## config.mk

```make
export PLATFORM = sky130hd
export DESIGN_NAME = vga_timing_gen
export DESIGN_NICKNAME = d
export VERILOG_FILES = /design/src/rtl/vga_timing_gen.sv
export SDC_FILE = /design/constraint.sdc
export NUM_CORES = 1
export LEC_CHECK = 0
export CORE_ASPECT_RATIO = 0.6
export CORE_MARGIN = 1.5
export CORE_UTILIZATION = 35
export DETAILED_ROUTE_END_ITERATION = 12
export HOLD_SLACK_MARGIN = 0.08
export SETUP_SLACK_MARGIN = 0.02
export SLEW_MARGIN = 20
export SYNTH_ARGS = -nofsm -noshare
export SYNTH_HDL_FRONTEND = slang
export SYNTH_SLANG_ARGS = --single-unit
```

## constraint.sdc

```tcl
create_clock -name clk -period 4.2 [get_ports clk]
set_input_delay 0.84 -clock clk [delete_from_list [all_inputs] [get_ports clk]]
set_output_delay 0.84 -clock clk [all_outputs]
set_load 0.01 [all_outputs]
```

## src/rtl/vga_timing_gen.sv

```systemverilog
// Parametrised VGA raster timing generator: pixel clock-enable, sync/blank decode, line/frame strobes.
// Define VGA_FRAME_CNT_EN to add the registered 16-bit frame_count output.
module vga_timing_gen #(
   parameter int CLK_DIV   = 4,
   parameter int COUNT_W   = 11,
   parameter int H_ACTIVE  = 640,
   parameter int H_FP      = 16,
   parameter int H_SYNC    = 96,
   parameter int H_BP      = 48,
   parameter int V_ACTIVE  = 480,
   parameter int V_FP      = 10,
   parameter int V_SYNC    = 2,
   parameter int V_BP      = 33,
   parameter bit HSYNC_POL = 1'b0,
   parameter bit VSYNC_POL = 1'b0
) (
   input  logic               clk,
   input  logic               reset,
   input  logic               restart,
   output logic               pix_en,
   output logic               hsync,
   output logic               vsync,
   output logic               hblank,
   output logic               vblank,
   output logic               active_video,
   output logic               line_start,
   output logic               frame_start,
   output logic [COUNT_W-1:0] h_count,
   output logic [COUNT_W-1:0] v_count
`ifdef VGA_FRAME_CNT_EN
   ,
   output logic [15:0]        frame_count
`endif
);

   localparam int H_TOTAL = H_ACTIVE + H_FP + H_SYNC + H_BP;
   localparam int V_TOTAL = V_ACTIVE + V_FP + V_SYNC + V_BP;
   localparam int DIV_W   = (CLK_DIV > 1) ? $clog2(CLK_DIV) : 1;
   localparam int CW1     = COUNT_W + 1;

   if (CLK_DIV < 1 || CLK_DIV > 256) begin : g_bad_div
      $error("vga_timing_gen: CLK_DIV must be in 1..256");
   end
   if (H_TOTAL > (1 << COUNT_W) || V_TOTAL > (1 << COUNT_W)) begin : g_bad_total
      $error("vga_timing_gen: H_TOTAL/V_TOTAL do not fit in COUNT_W bits");
   end

   localparam logic [DIV_W-1:0]   DIV_LAST = DIV_W'(CLK_DIV - 1);
   localparam logic [COUNT_W-1:0] H_LAST   = COUNT_W'(H_TOTAL - 1);
   localparam logic [COUNT_W-1:0] V_LAST   = COUNT_W'(V_TOTAL - 1);
   // Decode bounds are one bit wider so a sync ending exactly at 2**COUNT_W still compares correctly.
   localparam logic [CW1-1:0] H_BLANK_START = CW1'(H_ACTIVE);
   localparam logic [CW1-1:0] HS_START      = CW1'(H_ACTIVE + H_FP);
   localparam logic [CW1-1:0] HS_END        = CW1'(H_ACTIVE + H_FP + H_SYNC);
   localparam logic [CW1-1:0] V_BLANK_START = CW1'(V_ACTIVE);
   localparam logic [CW1-1:0] VS_START      = CW1'(V_ACTIVE + V_FP);
   localparam logic [CW1-1:0] VS_END        = CW1'(V_ACTIVE + V_FP + V_SYNC);

   logic [DIV_W-1:0]   div_cnt;
   logic [COUNT_W-1:0] h_next;
   logic [COUNT_W-1:0] v_next;
   logic [CW1-1:0]     h_ext;
   logic [CW1-1:0]     v_ext;
   logic               clear;
   logic               h_wrap;
   logic               v_wrap;

   assign clear       = reset | restart;
   assign pix_en      = (div_cnt == DIV_LAST);
   assign h_wrap      = pix_en && (h_count == H_LAST);
   assign v_wrap      = h_wrap && (v_count == V_LAST);
   assign line_start  = pix_en && (h_count == '0);
   assign frame_start = line_start && (v_count == '0);

   // NOTE: every variable gets a default first so no path leaves it unassigned (no latch).
   always_comb begin
      h_next = h_count;
      v_next = v_count;
      if (pix_en) begin
         if (h_wrap) begin
            h_next = '0;
            v_next = v_wrap ? '0 : v_count + 1'b1;
         end else begin
            h_next = h_count + 1'b1;
         end
      end
   end

   assign h_ext = {1'b0, h_next};
   assign v_ext = {1'b0, v_next};

   // Sync and blank flags are decoded from the next counts so they move on the same edge as the counts.
   // NOTE: state is updated with non-blocking assignments so all registers see pre-edge values.
   always_ff @(posedge clk) begin
      if (clear) begin
         div_cnt      <= '0;
         h_count      <= '0;
         v_count      <= '0;
         hsync        <= ~HSYNC_POL;
         vsync        <= ~VSYNC_POL;
         hblank       <= 1'b0;
         vblank       <= 1'b0;
         active_video <= 1'b1;
      end else begin
         div_cnt      <= pix_en ? '0 : div_cnt + 1'b1;
         h_count      <= h_next;
         v_count      <= v_next;
         hsync        <= (h_ext >= HS_START && h_ext < HS_END) ? HSYNC_POL : ~HSYNC_POL;
         vsync        <= (v_ext >= VS_START && v_ext < VS_END) ? VSYNC_POL : ~VSYNC_POL;
         hblank       <= (h_ext >= H_BLANK_START);
         vblank       <= (v_ext >= V_BLANK_START);
         active_video <= (h_ext < H_BLANK_START) && (v_ext < V_BLANK_START);
      end
   end

`ifdef VGA_FRAME_CNT_EN
   always_ff @(posedge clk) begin
      if (clear) begin
         frame_count <= '0;
      end else if (v_wrap) begin
         frame_count <= frame_count + 1'b1;
      end
   end
`endif

endmodule

```

==> results.cfg <==
[clocking]
clock_sinks = 29
clock-root-buffer = clkbuf_8
holdBufCountCts = 0
clockBufferDepth = 2
h-tree-depth = 2
cts_tree = built
post_cts_buffers = 0
cts_resized = 0
clkSlewWorstSetupHoldPaths_ns = 0.06
clock_latency_ns = 0.29
cts_buffers = 5

[sta]
fmaxAchievable_ghz = 0.330
layout_min_cycle_time_ns = 3.03
drv_slew = 0
tightest_slew_ns = 0.508
rsz0062_at_grt = false
fin_crit_sh_pct = 72.2
skew_ns = 0.00600
setup_viol = 0
finalSetupTns_ns = 0
slew_headroom_pct = 66.0
hold_viol = 0

[layout]
seq_area_um2 = 581
n_antenna_cell = 0
stdcell_area_mm2 = 0.00207
fillCellCount = 472
area_growth_pct = 22.7
layout-drive-gt1-share_pct = 6.99
nets = 236
multiInputGateArea_um2 = 981

[logic_synthesis]
synth_edf_count = 0
synth.distinct_cells = 48
syn_area_mm2 = 0.00168
syn_nets = 210
async_flop_share_pct = 0
synthCells = 202
avgSynthCellArea_um2 = 8.34
ys_ff_latch = 29
yosysWarnings = 0
synth_ff_type = dfxtp_1
ys_seq_area_share_pct = 34.5

[pwr]
p_leak_nw = 0.692
total_power_uw = 512
peakVddDrop_uv = 126
power_density_mw_per_mm2 = 248

[placement]
hpwl_um = 2880
numPortBuffers = 32
globalplace.congestion = 0.824
dpl_cell_area_mm2 = 0.00198

[detailed_routing]
ant_nets = 0
drtIter0Drc = 106
vias_per_cell = 5.10
drc = 0
wl_per_cell_um = 13.4
num_vias = 1488
drt-total-wl_um = 3930
first_pass_iters = 4

[global_route]
antenna_found_initial = 0
grt_pass1_vias = 1269
grt_usage_pct = 16.2
grt-ovfl-total = 0
grt_pass1_wl_um = 6480
grt_max_degree = 19

[critical_path]
required_ns = 3.36
critPathLaunchType = register
endpoint_kind = output port
crit_arrival_ns = 2.19
path_class = reg -> out
worstReg2RegEnd = vsync
r2r_cells = 7
reg2reg_slack_ns = 1.44
worstPathMaxFanout = 14
r2r-start = div_cnt[0]

[hold_path]
min_path_type = reg -> reg
worstHoldStart = div_cnt[0]
holdPathStages = 1
min_to = div_cnt[0]

[job]
maxCapViolCount = 0

[die]
pin_count = 33
core_mm2 = 0.00459
placementRows = 19
die_h_um = 56.7
die-area_mm2 = 0.00525
initial_core_util_pct = 36.7
fp.dieW_um = 92.6

[outcome]
outcome = finished, final reports clean
[per-layer routing]
layer,vias to the layer above,track usage (%),wire length (um)
met1,678,26.0,2230
met3,5,5.15,255
met4,0,4.62,26
met5,-,0,0
met2,37,19.5,1410
li1,768,-,-
[metrics by stage]
step,worst slack [ns],util (%),instances,hold WS [ns]
global placement,1.50,43.2,284,0.412
detailed placement,1.46,43.2,284,0.417
CTS,1.14,45.0,292,0.431
floorplan,1.89,-,202,0.404
global route,0.996,45.0,292,0.444
finish,1.17,45.0,292,0.429
[synthesized netlist by cell type, drive strengths merged, types with 6 or more instances]
cell   count  area, um2
a21oi      6       30.0
and3       7       43.8
buf        8       81.3
dfxtp     29        581
inv        6       22.5
nand2     15       63.8
nand3     14       70.1
nand4      6       52.6
nor2      28        105
nor3      11       65.1
o21ai      7       35.0
xnor2      7       61.3
xor2      10       87.6
[worst max-delay path, cell delays in order, from the launching register on]
cell	delay, ns
dfxtp_1	0.33
ha_1	0.43
nand2b_1	0.14
nor3_1	0.13
and4_2	0.24
and2_1	0.12
clkdlybuf4s50_1	0.52
[flip-flops by register name (all words and copies together) (netlist names)]
name and count:
hblank 1, vblank 1, div_cnt 2, active_video 1, hsync 1, h_count 11, v_count 11, vsync 1
[worst max path at each step]
stage | end | startpoint | cells past startpoint | slack, ns
final | frame_start | div_cnt[0] | 6 | 1.17
after global routing | frame_start | div_cnt[0] | 6 | 1.0
after CTS | frame_start | div_cnt[0] | 6 | 1.14
after detailed placement | frame_start | div_cnt[0] | 6 | 1.46
after global placement | vsync | div_cnt[0] | 7 | 1.50
after floorplan | frame_start | div_cnt[0] | 6 | 1.89
[cell families (layout without fill, tap and decap cells)]
family                     after synthesis  in the layout  synth area share, %
AOI/OAI and AO/OA                       27             27                 10.8
xor gates and xnor gates                17             17                 8.84
adders and majority gates                5              5                 3.71
buffers and inverters                   19             46                 7.28
DFF                                     29             29                 34.5
and+or+nand+nor                        105            105                 34.9
[area by class of cell]
type | instances | share of cell area (%)
Multi-Input combinational cell | 154 | 47.5
Tap cell | 63 | 3.82
Clock inverter | 2 | 0.485
Inverter | 6 | 1.09
Sequential cell | 29 | 28.1
Timing Repair Buffer | 32 | 15.5
Clock buffer | 6 | 3.51
[cells in the final DEF, fill, tap and decap left out, types with 3 or more instances in the layout]
master,count
nand4_1,5
nor3_1,9
clkdlybuf4s50_1,32
and3_1,7
clkbuf_8,5
nand2b_1,4
inv_1,6
o21ai_0,7
and2_1,4
nor4_1,3
nand3_1,14
xor2_1,10
xnor2_1,7
nand2_1,14
dfxtp_1,29
nor2_1,28
a21oi_1,6
ha_1,5
[report_power, final]
| group | switching [mW] | internal, mW | total (mW) |
|---|---|---|---|
| Combinational | 0.00604 | 0.00384 | 0.00988 |
| Clock | 0.111 | 0.115 | 0.226 |
| Sequential | 0.000458 | 0.276 | 0.276 |
(Power assumes the default switching activity.)
